<file path="src/rtl/cfs_irq_collector_if.sv">
`default_nettype none
// ----------------------------------------------------------------------------
// cfs_irq_collector_if : event, status-clear, enable and interrupt bundle.
// Rev 1.0
// ----------------------------------------------------------------------------
interface cfs_irq_collector_if #(
  parameter int NUM_IRQ = 5,
  parameter int CNT_W   = 8
);
  logic [NUM_IRQ-1:0]       event_in;
  logic                     clr_valid;
  logic [NUM_IRQ-1:0]       clr_data;
  logic                     en_valid;
  logic [NUM_IRQ-1:0]       en_data;
  logic [NUM_IRQ-1:0]       irq_status;
  logic [NUM_IRQ-1:0]       irq_en;
  logic                     irq;
  logic [NUM_IRQ*CNT_W-1:0] event_cnt;

  modport master (
    output event_in, clr_valid, clr_data, en_valid, en_data,
    input  irq_status, irq_en, irq, event_cnt
  );

  modport slave (
    input  event_in, clr_valid, clr_data, en_valid, en_data,
    output irq_status, irq_en, irq, event_cnt
  );
endinterface
`default_nettype wire

</file>
<file path="src/rtl/cfs_irq_collector.sv">
`default_nettype none
// ----------------------------------------------------------------------------
// cfs_irq_collector : sticky event status, enable mask and hold-off level irq.
// Optional per-source event counters when CFS_IRQ_EVENT_CNT_EN is defined.
// Rev 1.0
// ----------------------------------------------------------------------------
module cfs_irq_collector #(
  parameter int NUM_IRQ        = 5,
  parameter int HOLDOFF_CYCLES = 4,
  parameter int CNT_W          = 8
) (
  input wire logic           clk,
  input wire logic           reset,
  cfs_irq_collector_if.slave bus
);

  typedef enum logic [1:0] {
    S_IDLE    = 2'd0,
    S_ASSERT  = 2'd1,
    S_HOLDOFF = 2'd2
  } state_t;

  localparam logic [7:0] c_HOLD_LOAD =
    (HOLDOFF_CYCLES == 0) ? 8'd0 : 8'(HOLDOFF_CYCLES - 1);

  logic [NUM_IRQ-1:0] r_status;
  logic [NUM_IRQ-1:0] r_en;
  logic               r_irq;
  state_t             r_state;
  state_t             w_next_state;
  logic [7:0]         r_hold_cnt;
  logic [7:0]         w_next_cnt;
  logic [NUM_IRQ-1:0] w_clr_mask;
  logic               w_pending;

  assign w_clr_mask = bus.clr_valid ? bus.clr_data : '0;
  assign w_pending  = |(r_status & r_en);

  // Set term is OR-ed last so a coincident event beats its own clear.
  always_ff @(posedge clk) begin
    if (reset) begin
      r_status <= '0;
      r_en     <= '0;
    end else begin
      r_status <= (r_status & ~w_clr_mask) | bus.event_in;
      if (bus.en_valid) begin
        r_en <= bus.en_data;
      end
    end
  end

  always_ff @(posedge clk) begin
    if (reset) begin
      r_state    <= S_IDLE;
      r_hold_cnt <= 8'd0;
      r_irq      <= 1'b0;
    end else begin
      r_state    <= w_next_state;
      r_hold_cnt <= w_next_cnt;
      r_irq      <= (w_next_state == S_ASSERT);
    end
  end

  always_comb begin
    w_next_state = r_state;
    w_next_cnt   = r_hold_cnt;
    case (r_state)
      S_IDLE: begin
        if (w_pending) begin
          w_next_state = S_ASSERT;
        end
      end
      S_ASSERT: begin
        if (!w_pending) begin
          if (HOLDOFF_CYCLES == 0) begin
            w_next_state = S_IDLE;
          end else begin
            w_next_state = S_HOLDOFF;
            w_next_cnt   = c_HOLD_LOAD;
          end
        end
      end
      S_HOLDOFF: begin
        if (r_hold_cnt == 8'd0) begin
          w_next_state = S_IDLE;
        end else begin
          w_next_cnt = r_hold_cnt - 8'd1;
        end
      end
      default: begin
        w_next_state = S_IDLE;
        w_next_cnt   = 8'd0;
      end
    endcase
  end

  assign bus.irq_status = r_status;
  assign bus.irq_en     = r_en;
  assign bus.irq        = r_irq;

`ifdef CFS_IRQ_EVENT_CNT_EN
  genvar gi;
  generate
    for (gi = 0; gi < NUM_IRQ; gi++) begin : g_cnt
      logic [CNT_W-1:0] r_cnt;

      // Counters saturate; a W1C restarts the count, keeping a same-cycle event.
      always_ff @(posedge clk) begin
        if (reset) begin
          r_cnt <= '0;
        end else if (bus.clr_valid && bus.clr_data[gi]) begin
          r_cnt <= bus.event_in[gi] ? CNT_W'(1) : '0;
        end else if (bus.event_in[gi] && (r_cnt != {CNT_W{1'b1}})) begin
          r_cnt <= r_cnt + CNT_W'(1);
        end
      end

      assign bus.event_cnt[gi*CNT_W +: CNT_W] = r_cnt;
    end
  endgenerate
`else
  assign bus.event_cnt = '0;
`endif

endmodule
`default_nettype wire

</file>
<file path="src/flat_wrapper.sv">
// flat-port wrapper written by rule: the top's interface ports become plain ports
module cfs_irq_collector_flat 
#(
  parameter int NUM_IRQ        = 5,
  parameter int HOLDOFF_CYCLES = 4,
  parameter int CNT_W          = 8
)
  (clk, reset, bus_event_in, bus_clr_valid, bus_clr_data, bus_en_valid, bus_en_data, bus_irq_status, bus_irq_en, bus_irq, bus_event_cnt);
  cfs_irq_collector_if #(.NUM_IRQ(NUM_IRQ), .CNT_W(CNT_W)) bus_i ();
  input wire logic clk;
  input wire logic reset;
  input wire logic [$bits(bus_i.event_in)-1:0] bus_event_in;
  input wire logic [$bits(bus_i.clr_valid)-1:0] bus_clr_valid;
  input wire logic [$bits(bus_i.clr_data)-1:0] bus_clr_data;
  input wire logic [$bits(bus_i.en_valid)-1:0] bus_en_valid;
  input wire logic [$bits(bus_i.en_data)-1:0] bus_en_data;
  output wire logic [$bits(bus_i.irq_status)-1:0] bus_irq_status;
  output wire logic [$bits(bus_i.irq_en)-1:0] bus_irq_en;
  output wire logic [$bits(bus_i.irq)-1:0] bus_irq;
  output wire logic [$bits(bus_i.event_cnt)-1:0] bus_event_cnt;
  assign bus_i.event_in = bus_event_in;
  assign bus_i.clr_valid = bus_clr_valid;
  assign bus_i.clr_data = bus_clr_data;
  assign bus_i.en_valid = bus_en_valid;
  assign bus_i.en_data = bus_en_data;
  assign bus_irq_status = bus_i.irq_status;
  assign bus_irq_en = bus_i.irq_en;
  assign bus_irq = bus_i.irq;
  assign bus_event_cnt = bus_i.event_cnt;
  cfs_irq_collector #(.NUM_IRQ(NUM_IRQ), .HOLDOFF_CYCLES(HOLDOFF_CYCLES), .CNT_W(CNT_W)) u_core (.clk(clk), .reset(reset), .bus(bus_i));
endmodule
</file>
<file path="config.mk">
export PLATFORM = sky130hd
export DESIGN_NAME = cfs_irq_collector_flat
export DESIGN_NICKNAME = d
export VERILOG_FILES = /design/src/rtl/cfs_irq_collector_if.sv /design/src/rtl/cfs_irq_collector.sv /design/src/flat_wrapper.sv
export SDC_FILE = /design/constraint.sdc
export NUM_CORES = 1
export LEC_CHECK = 0
export BUFFER_PORTS_ARGS = -buffer_cell sky130_fd_sc_hd__buf_2
export CAP_MARGIN = 20
export CELL_PAD_IN_SITES_DETAIL_PLACEMENT = 1
export CELL_PAD_IN_SITES_GLOBAL_PLACEMENT = 1
export CORE_MARGIN = 1
export CORE_UTILIZATION = 34
export DETAILED_ROUTE_END_ITERATION = 10
export GPL_ROUTABILITY_DRIVEN = 0
export PLACE_DENSITY_LB_ADDON = 0.12
export SYNTH_ARGS = -nofsm -noshare
export SYNTH_HDL_FRONTEND = slang
export SYNTH_SLANG_ARGS = --single-unit
</file>
<file path="constraint.sdc">
create_clock -name clk -period 5.15 [get_ports clk]
set_input_delay 0.7725 -clock clk [delete_from_list [all_inputs] [get_ports clk]]
set_output_delay 0.7725 -clock clk [all_outputs]
set_load 0.01 [all_outputs]
</file>
Word-level counts from Yosys, hierarchy flattened
Cells that the tools add are included.
{"block": "op_classes", "shifts": 0, "bitwise_logic": 5, "n_mux": 8, "order_cmp": 0, "n_eq_ne": 5, "div_mod_pow": 0, "n_reduce_logical": 4, "n_addsub": 1, "multipliers": 0}
{"operator": "one-hot mux 8 bit (3 select lines)", "n": 1}
{"operator": "2-to-1 mux 8 bit", "n": 2}
{"operator": "AND 5 bit", "n": 2}
{"operator": "zero test 8 bit", "n": 1}
{"operator": "subtractor 8 x 1 -> 8 bit, second input constant", "n": 1}
{"operator": "2-to-1 mux 2 bit", "n": 3}
{"operator": "one-hot mux 2 bit (3 select lines)", "n": 1}
{"operator": "2-to-1 mux 5 bit", "n": 1}
{"operator": "inverter 5 bit", "n": 1}
{"operator": "OR 5 bit", "n": 1}
{"operator": "OR reduction 5 bit", "n": 1}
{"operator": "equality test 2 x 1 -> 1 bit, second input constant", "n": 2}
{"operator": "inequality test 2 bit, second input constant", "n": 2}
{"operator": "AND reduction 3 bit", "n": 1}
{"operator": "equality test 2 bit, second input constant", "n": 1}
{"operator": "zero test 2 bit", "n": 1}
{"operator": "inverter 1 bit", "n": 1}
{"block": "word_totals", "mem_bits_rw": 0, "latch_bits": 0, "mem_bits_ro": 0, "n_memories": 0, "elab_cells": 28, "ff_bits": 21}

Longest topological paths before layout
Gate-level depths: netlist of run 1.
{"block": "logic_depth", "depth_word": 5, "ltp_mapped": 8, "depth_no_buf": 7}

Worst setup path before layout of run 1
No wires, ideal clock.
{"block": "synth_path", "path_kind": "reg2reg", "startpoint": "register u_core.r_state[1]", "endpoint": "register u_core.r_hold_cnt[1]", "setup_ns": 0.065, "setup_slack_ns": 3.445, "path_buffers": 1, "required_ns": 5.085, "arrival_ns": 1.640, "path_stages_with_launch": 9, "cell_sequence": "dfxtp_1 -> inv_1 -> ha_1 -> clkbuf_1 -> nor2_1 -> a31oi_1 -> a21o_1 -> mux2_2 -> nor2_1"}
{"block": "synth_between", "elab_chain_cells": 3, "word_cells_on_any_way": 8, "classes_between": "eq/ne (4); mux (1); bitwise (1); reduce/logical (2)"}
{"item": "start, declared", "line": "cfs_irq_collector.sv:29", "rtl": "state_t r_state;"}
{"item": "start signal, assigned", "line": "cfs_irq_collector.sv:58", "rtl": "r_state <= w_next_state;"}
{"item": "equality test 2 bit (tied with other cells)", "line": "cfs_irq_collector.sv:67", "rtl": "case (r_state)"}
{"item": "inequality test 2 bit (no source line) / inverter 1 bit (equally long branches)"}
{"item": "AND reduction 3 bit (no source line)"}
{"item": "end signal, assigned", "line": "cfs_irq_collector.sv:59", "rtl": "r_hold_cnt <= w_next_cnt;"}
{"item": "end, declared", "line": "cfs_irq_collector.sv:31", "rtl": "logic [7:0] r_hold_cnt;"}
Parallel ways exist; a longest one is shown, timed or not.
A chain may end at the register's enable or synchronous reset.

Final worst setup path of run 1
{"block": "layout_path", "startpoint": "register u_core.r_status[0], in the netlist u_core.bus.irq_status[0]", "endpoint": "register u_core.r_hold_cnt[7]"}
{"block": "layout_between", "elab_chain_cells": 4}
{"item": "start, declared", "line": "cfs_irq_collector.sv:26", "rtl": "logic [NUM_IRQ-1:0] r_status;"}
{"item": "start signal, assigned", "line": "cfs_irq_collector.sv:45", "rtl": "r_status <= (r_status & ~w_clr_mask) | bus.event_in;"}
{"item": "AND 5 bit", "line": "cfs_irq_collector.sv:37", "rtl": "assign w_pending = |(r_status & r_en);"}
{"item": "OR reduction 5 bit", "line": "cfs_irq_collector.sv:37"}
{"item": "inequality test 2 bit (no source line)"}
{"item": "AND reduction 3 bit (no source line)"}
No other way between the ends.

==> results of run 1 <==
cell usage after synthesis:
cell type / number
sky130_fd_sc_hd__o41ai_2: 1
sky130_fd_sc_hd__nor2b_1: 3
sky130_fd_sc_hd__mux2i_1: 5
sky130_fd_sc_hd__nand4b_1: 1
sky130_fd_sc_hd__nor3_1: 1
sky130_fd_sc_hd__clkbuf_1: 4
sky130_fd_sc_hd__inv_1: 7
sky130_fd_sc_hd__dfxtp_1: 21
sky130_fd_sc_hd__nand3_1: 2
sky130_fd_sc_hd__nor4_2: 1
sky130_fd_sc_hd__a22oi_1: 1
sky130_fd_sc_hd__mux2_2: 1
sky130_fd_sc_hd__o31a_1: 2
sky130_fd_sc_hd__and2_1: 2
sky130_fd_sc_hd__buf_4: 40
sky130_fd_sc_hd__ha_1: 6
sky130_fd_sc_hd__o21ai_0: 7
sky130_fd_sc_hd__a211oi_1: 3
sky130_fd_sc_hd__nor4b_1: 1
sky130_fd_sc_hd__conb_1: 1
sky130_fd_sc_hd__o31ai_1: 1
sky130_fd_sc_hd__or3b_1: 1
sky130_fd_sc_hd__nor2_1: 17
sky130_fd_sc_hd__nand2_1: 10
sky130_fd_sc_hd__a21oi_1: 15
sky130_fd_sc_hd__a222oi_1: 1
sky130_fd_sc_hd__nand2b_1: 2
sky130_fd_sc_hd__nor4_1: 3
sky130_fd_sc_hd__a31oi_1: 2
sky130_fd_sc_hd__a21o_1: 3
sky130_fd_sc_hd__o22ai_1: 1
routing by layer:
metal / vias to the layer above / track usage (%)
met5: - / 0
met4: 0 / 5.98
met3: 6 / 3.70
met2: 38 / 25.4
met1: 513 / 16.6
li1: 541 / -
power by group through the flow:
stage          Combinational [mW]  Sequential, mW  Clock, mW
2_1_floorplan              0.0878           0.184          0
3_5_place_dp               0.0966           0.182          0
3_3_place_gp               0.0946           0.182          0
4_1_cts                    0.0970           0.179      0.119
5_1_grt                     0.110           0.180      0.125
6_report                   0.0961           0.178      0.113
path summary, 6_finish.rpt:
| kind | end | slack (ns) | depth (start not counted) |
|---|---|---|---|
| worst max-delay path | u_core.r_hold_cnt[7]$_SDFFE_PP0P_ | 3.20 | 5 |
| worst min-delay path | u_core.r_hold_cnt[7]$_SDFFE_PP0P_ | 0.50 | 1 |
| worst max register to register | u_core.r_hold_cnt[7]$_SDFFE_PP0P_ | 3.20 | 5 |
| worst min register to register | u_core.r_hold_cnt[7]$_SDFFE_PP0P_ | 0.50 | 1 |
state kept, by name (all words and copies together) (netlist names):
name,count
u_core.bus.irq,1
u_core.bus.irq_status,5
u_core.bus.irq_en,5
u_core.r_hold_cnt,8
u_core.r_state,2
area by class of cell:
class	instances	share of cell area (%)
Multi-Input combinational cell	133	51.3
Sequential cell	21	29.2
Timing Repair Buffer	29	10.1
Tap cell	48	4.18
Clock buffer	3	2.87
Inverter	7	1.83
Clock inverter	1	0.522
cell families (layout without fill, tap and decap cells):
kind of cell | Yosys count | count (layout) | synth area share (%)
buf+inv | 51 | 40 | 25.3
simple gates | 44 | 44 | 16.1
compound gates | 37 | 37 | 17.2
flops | 21 | 21 | 31.1
fa+ha+maj | 6 | 6 | 5.55
mux | 6 | 6 | 4.53
other cells | 1 | 40 | 0.277
stage by stage:
step	cell area [sq um]	setup WS [ns]	power (mW)	hold WS, ns	utilization (%)
floorplan	1500	3.44	0.272	0.434	-
global placement	1390	3.23	0.276	0.477	37.1
detailed placement	1390	3.16	0.279	0.471	37.1
CTS	1440	3.13	0.395	0.486	38.4
global route	1440	2.94	0.415	0.508	38.4
finish	1440	3.20	0.387	0.495	38.4
==> impl_summary.txt, run 1 <==
----------------------------------------------------
[Outcome]
  Run status ... completed

[CTS]
  Cell at the root of the clock tree ... sky130_fd_sc_hd__clkbuf_8
  Post-CTS Repair Setup Buffers ... 0
  Resized Gates After CTS ... 0
  Number of hold-repair buffers added at the cts stage ... 0
  Number of clock sinks ... 21
  Clock Latency Late Sink ... between 0.2 and 0.3 ns
  Clock buffers created by TritonCTS ... 3
  Clock-pin slew reported for the worst setup and hold paths after clock tree synthesis ... 0.08 ns
  Clock tree from TritonCTS ... built
  Deepest level of the CTS H-tree ... 1
  Maximum clock path buffer count ... 2

[Synthesis]
  Post-synth top area share ... a little under a third
  Synthesized area per cell ... between 8 and 9 sq um
  Library cells used by synthesis ... 31
  Syn Inst Count ... around 170
  Sequential share of the synthesized area ... between 30% and 40%
  Cell taking the most area after synthesis ... sky130_fd_sc_hd__dfxtp_1
  Cell area after technology mapping ... between 0.001 and 0.0015 sq mm
  Count of state elements after synthesis ... 21
  Synth Warn # ... 0
  Top cells by area, synth ... sky130_fd_sc_hd__dfxtp_1, sky130_fd_sc_hd__buf_4, sky130_fd_sc_hd__a21oi_1

[Power and ir drop]
  Register share of total power ... between 40% and 50%
  Clock group share of total power ... between 20% and 30%
  Worst-case vdd ir drop ... about 110 uV
  NetSw ... 128 uW
  Pwr dens ... ~270 mW/mm^2
  Static power due to leakage ... 0.692 nW
  Internal power consumption ... roughly 260 uW
  Gate power share ... approximately a quarter
  Proportion of total power due to net switching ... around a third

[Floorplanning]
  Cell row count ... 22
  Floorplan die height ... 65.1 microns
  Die area ... approximately 0.0042 sq mm
  Core footprint ... 0.00374 sq mm
  X dimension of the die ... 65.1 microns
  I/O pin count ... 70
  Initial core utilization ... 36.1%

[Route]
  DRC violation count after routing ... 0
  DR top layer ... met4
  Routed wire length ... 2830 microns
  Met2 WL post-DR ... 1430 microns
  Via count ... 1098
  Met1 wire length ... 1210 microns
  Antenna-violating nets left ... 0
  Detailed-routed wire length on met3 ... about 140 microns
  DRC marker count from the first detailed-route iteration ... 52
  Post-DR vias/cell ... ~4.5
  Routed wirelength normalized by instance count ... approximately 12 microns
  Pre-Repair DR Iteration Count ... 4

[Cells and area]
  Number of nets in the layout ... 220
  Area occupied by registers ... approximately 420 sq um
  Area taken by multi-input logic gates ... about 740 sq um
  Share of post-route cells with drive strength above 1 ... between 10% and 20%
  Filler Cell Count ... approximately 500
  Highest-count cells in the layout ignoring fill and taps ... sky130_fd_sc_hd__conb_1, sky130_fd_sc_hd__buf_2, sky130_fd_sc_hd__dfxtp_1
  Area growth from synthesis to final layout ... 6.29%
  Finished Layout Cells ... between 200 and 250
  Diodes inserted ... 0
  Most common cell after layout, fill and taps aside ... sky130_fd_sc_hd__conb_1

[Worst setup path]
  Critical path class ... reg -> reg
  Req. time, crit path ... about 5.3 ns
  CP Max Fanout ... 4
  Endpoint arrival time on the critical path ... between 2 and 2.5 ns
  Kind of end point of the critical path ... flip-flop
  Combined buffer and inverter count along the critical path ... 0
  Ordered list of cells on the worst path ... a222oi_1 -> a31oi_1 -> nor4_2 -> nand3_1 -> o31ai_1
  Critical Path Start Type ... flip-flop
  Master of the slowest instance on the critical path ... sky130_fd_sc_hd__a222oi_1
  Startpoint of the most critical register-to-register path ... u_core.bus.irq_status[0]$_SDFF_PP0_
  Critical path origin ... u_core.bus.irq_status[0]$_SDFF_PP0_
  Category of cells accounting for the largest share of critical-path delay ... compound AO/OA/AOI/OAI gates
  Critical path's largest stage delay ... 0.49 ns

[STA]
  RSZ-0062 raised after global routing ... no
  Tightest Pin Transition ... 0.720 ns
  Final-report setup violation count ... 0
  Setup clock skew after layout ... 0.00389 ns
  Worst relative slew slack ... between 50% and 60%
  Number of max-slew violations in the final report ... 0
  Shortest period the worst path allows ... a little under 2 ns
  Final TNS setup ... 0 ns
  Tcrit/Tclk final ... 37.9%
  Number of hold violations in the final report ... 0
  Highest achievable clock rate ... 512 MHz

[Place]
  Number of placed cells counting well taps ... about 240
  # port buffers ... 29
  Post-DP HPWL ... between 2000 and 2500 microns

[GRT]
  Via count of the first global-routing pass ... roughly 1.0k
  Global-route usage over all layers ... roughly 15%
  Initial antenna violation count ... 0
  Maximum number of pins on one net before global-route repair ... 22
  First-pass GRT wire length ... 4700 microns
  Overflow after GRT ... 0

[Worst hold path]
  Worst min-delay path category ... reg -> reg
  Worst Min Path Start ... u_core.r_hold_cnt[7]$_SDFFE_PP0P_

[Job]
  Count of maximum capacitance violations ... 0

----------------------------------------------------
Power figures use the tool's default switching activity.
==> inputs of run 2 (changes only) <==
--- a/config.mk
+++ b/config.mk
@@ -10,7 +10,7 @@
 export CELL_PAD_IN_SITES_DETAIL_PLACEMENT = 1
 export CELL_PAD_IN_SITES_GLOBAL_PLACEMENT = 1
 export CORE_MARGIN = 1
-export CORE_UTILIZATION = 34
+export CORE_UTILIZATION = 28
 export DETAILED_ROUTE_END_ITERATION = 10
 export GPL_ROUTABILITY_DRIVEN = 0
 export PLACE_DENSITY_LB_ADDON = 0.12
==> constraint.sdc (replaced) <==
create_clock -name clk -period 1.6 [get_ports clk]
set_input_delay 0.24 -clock clk [delete_from_list [all_inputs] [get_ports clk]]
set_output_delay 0.24 -clock clk [all_outputs]
set_load 0.01 [all_outputs]
==> run 2 against run 1 <==
Compared with the run above: the flow now finishes with violations (setup timing); clock-buffer cell count did not move; sequential share of layout area fell by 6.9 points; critical path depth rose by 1; hold slack got worse by 0.31 ns; core utilization rose by 3.6 points; first-iteration DRC count fell by 65%; global-route usage fell by 0.38 points; sequential power rose to 3.2 times the previous value; cell count rose by 21%; combinational power rose to 6.2 times the previous value; worst setup slack got worse by 3.3 ns; die area rose by 21%.
==> impl_summary.txt, run 2 (synthesis gave the netlist of run 1 again) <==
----------------------------------------------------
[CTS]
  Maximum clock path buffer count ... 2 (unchanged)
  Number of hold-repair buffers added at the cts stage ... 0 (unchanged)
  Clock tree from TritonCTS ... built
  Clock Latency Late Sink ... 0.26 ns (about the same)
  Clock-pin slew reported for the worst setup and hold paths after clock tree synthesis ... 0.08 ns (about the same)
  Clock buffers created by TritonCTS ... 3 (unchanged)
  Number of clock sinks ... 21 (unchanged)
  Cell at the root of the clock tree ... sky130_fd_sc_hd__clkbuf_8
  Deepest level of the CTS H-tree ... 1 (unchanged)

[Power and ir drop]
  Sum of internal, switching and leakage power ... 1.52 mW (+290%)
  Gate power share ... 39.1% (+14 points)
  Proportion of total power due to net switching ... 32.3% (-0.70 points)
  Internal power consumption ... 1.03 mW (+300%)
  Worst-case vdd ir drop ... 305 uV (+170%)
  Static power due to leakage ... 0.959 nW (+39%)
  Clock group share of total power ... 23.6% (-5.5 points)
  NetSw ... 492 uW (+280%)
  Register share of total power ... 37.3% (-8.8 points)
  Pwr dens ... 805 mW/mm^2 (+200%)

[Cells and area]
  Share of post-route cells with drive strength above 1 ... 41.3% (+23 points)
  Number of nets in the layout ... 266 (+21%)
  Area occupied by registers ... 423 sq um (+0.60%)
  Filler Cell Count ... 573 (+15%)
  Highest-count cells in the layout ignoring fill and taps ... sky130_fd_sc_hd__buf_4, sky130_fd_sc_hd__conb_1, sky130_fd_sc_hd__buf_2
  Number of flip-flops in the largest register ... 8 (unchanged)
  Share of the core filled with cells in the final layout ... 42.0% (+3.6 points)
  Finished Layout Cells ... 292 (+21%)
  Total non-filler cell area in the finished layout ... 0.00189 sq mm (+32%)
  Most common cell after layout, fill and taps aside ... sky130_fd_sc_hd__buf_4
  Area taken by multi-input logic gates ... 828 sq um (+12%)
  Diodes inserted ... 0 (unchanged)
  Register with the highest flop count ... u_core.r_hold_cnt
  Area growth from synthesis to final layout ... 39.9%

[Floorplanning]
  Core footprint ... 0.00450 sq mm (+20%)
  Floorplan die height ... 71.5 microns (+9.9%)
  Initial core utilization ... 30.0% (-6.1 points)
  Die area ... 0.00511 sq mm (+21%)
  I/O pin count ... 70 (unchanged)
  Cell row count ... 24 (+9.1%)
  X dimension of the die ... 71.5 microns (+9.9%)

[STA]
  Final-report setup violation count ... 6 (+6)
  Shortest period the worst path allows ... 1.75 ns (-0.201 ns)
  Number of hold violations in the final report ... 0 (unchanged)
  Worst setup slack after layout ... -0.151 ns (-3.35 ns)
  Number of max-slew violations in the final report ... 0 (unchanged)
  RSZ-0062 raised after global routing ... yes
  Setup clock skew after layout ... 0.00373 ns (-0.000159 ns)
  Final hold slack ... 0.185 ns (-0.311 ns)
  Tcrit/Tclk final ... 109% (+72 points)
  Highest achievable clock rate ... 571 MHz (+11%)

[Place]
  # port buffers ... 29 (unchanged)
  Number of placed cells counting well taps ... 282 (+18%)
  Post-DP HPWL ... 2950 microns (+31%)
  Cell area reported after detailed placement ... 0.00170 sq mm (+22%)

[Worst setup path]
  Endpoint arrival time on the critical path ... 1.95 ns (-0.18 ns)
  Critical path endpoint ... u_core.r_hold_cnt[0]$_SDFFE_PP0P_
  Critical path class ... reg -> reg
  Critical path origin ... u_core.bus.irq_status[0]$_SDFF_PP0_
  Critical path's largest stage delay ... 0.39 ns (-0.10 ns)
  Kind of end point of the critical path ... flip-flop
  Startpoint of the most critical register-to-register path ... u_core.bus.irq_status[0]$_SDFF_PP0_
  Ordered list of cells on the worst path ... a222oi_1 -> buf_4 -> a31oi_4 -> a21o_4 -> or3b_4 -> a21oi_2
  RR Endpoint ... u_core.r_hold_cnt[0]$_SDFFE_PP0P_
  Req. time, crit path ... 1.80 ns (-3.53 ns)
  CP Max Fanout ... 5 (+1)
  Master of the slowest instance on the critical path ... sky130_fd_sc_hd__or3b_4
  Critical Path Start Type ... flip-flop
  Slack of the worst reg-to-reg path ... -0.15 ns (-3.35 ns)
  Reg2reg path depth ... 6 (+1)

[Route]
  Routed wire length ... 3640 microns (+29%)
  Antenna-violating nets left ... 0 (unchanged)
  Via count ... 1290 (+17%)
  Pre-Repair DR Iteration Count ... 4 (unchanged)
  DRC violation count after routing ... 0 (unchanged)
  Routed wirelength normalized by instance count ... 12.5 microns (+6.7%)
  DRC marker count from the first detailed-route iteration ... 18 (-65%)
  Post-DR vias/cell ... 4.42 (-2.6%)

[GRT]
  Overflow after GRT ... 0 (unchanged)
  Initial antenna violation count ... 0 (unchanged)
  Maximum number of pins on one net before global-route repair ... 13 (-41%)
  First-pass GRT wire length ... 5810 microns (+24%)
  Via count of the first global-routing pass ... 1299 (+28%)
  Global-route usage over all layers ... 14.2% (-0.38 points)

[Worst hold path]
  Worst min-delay path category ... in -> reg
  Instance count along the most critical hold path ... 3 (+2)
  Worst Min Path Start ... bus_event_in[4]

[Outcome]
  Run status ... complete, but fails checks
  Violated checks ... setup timing

[Job]
  Count of maximum capacitance violations ... 0 (unchanged)

----------------------------------------------------
==> run 2: changes by cell type in the layout (fill, tap and decap cells not counted), sizes merged <==
cell	delta
buf	+46
clkinvlp	-1
clkinv	+1
==> run 2: metrics by stage <==
step                setup slack (ns)  TNS (ns)
floorplan                     -0.105    -0.341
global placement              -0.199    -0.942
detailed placement            -0.253     -1.34
CTS                           -0.165    -0.850
global route                  -0.292     -1.96
finish                        -0.151    -0.532
==> run 2: power groups by stage <==
stage	registers (mW)	logic, mW	clock network (mW)
after floorplan	0.592	0.283	0
after global placement	0.579	0.439	0
after detailed placement	0.581	0.447	0
after CTS	0.569	0.485	0.378
after global routing	0.572	0.650	0.396
final	0.568	0.595	0.359
==> run 2: critical path, delay by kind of cell (launching register included) <==
| family | cells | cell delay (ns) |
|---|---|---|
| AO/OA/AOI/OAI | 4 | 0.79 |
| flip-flops | 1 | 0.32 |
| buffers and inverters | 1 | 0.19 |
| AND/OR/NAND/NOR | 1 | 0.39 |
==> run 2: cell type report <==
class / count / share of cell area [%]
tap: 52 / 3.44
clock inverter: 1 / 0.265
inverter: 7 / 1.39
clock buffer: 3 / 2.18
sequential: 21 / 22.4
multi-input combinational: 133 / 43.8
timing repair buffer: 75 / 26.6
==> run 2: metal layers <==
layer | global-route usage [%] | vias up | wire length (microns)
li1 | - | 632 | -
met1 | 16.8 | 615 | 1520
met2 | 27.3 | 41 | 1940
met3 | 2.25 | 2 | 166
met4 | 1.96 | 0 | 13
met5 | 0 | - | 0
==> run 2: worst min-delay path by stage <==
| stage | endpoint | slack [ns] |
|---|---|---|
| after floorplan | u_core.bus.irq_status[0]$_SDFF_PP0_ | 0.36 |
| after global placement | u_core.bus.irq_status[2]$_SDFF_PP0_ | 0.45 |
| after detailed placement | u_core.bus.irq_status[0]$_SDFF_PP0_ | 0.46 |
| after CTS | u_core.bus.irq_status[4]$_SDFF_PP0_ | 0.18 |
| after global routing | u_core.bus.irq_status[0]$_SDFF_PP0_ | 0.18 |
| final | u_core.bus.irq_status[4]$_SDFF_PP0_ | 0.18 |
==> run 2: what timing repair did <==
item                                   in CTS  in global routing
setup endpoints to repair                  10                 11
endpoints found under the hold margin       0                  0
setup buffers                               1                  5
pin swaps                                   2                  9
gates resized for setup                     6                 16
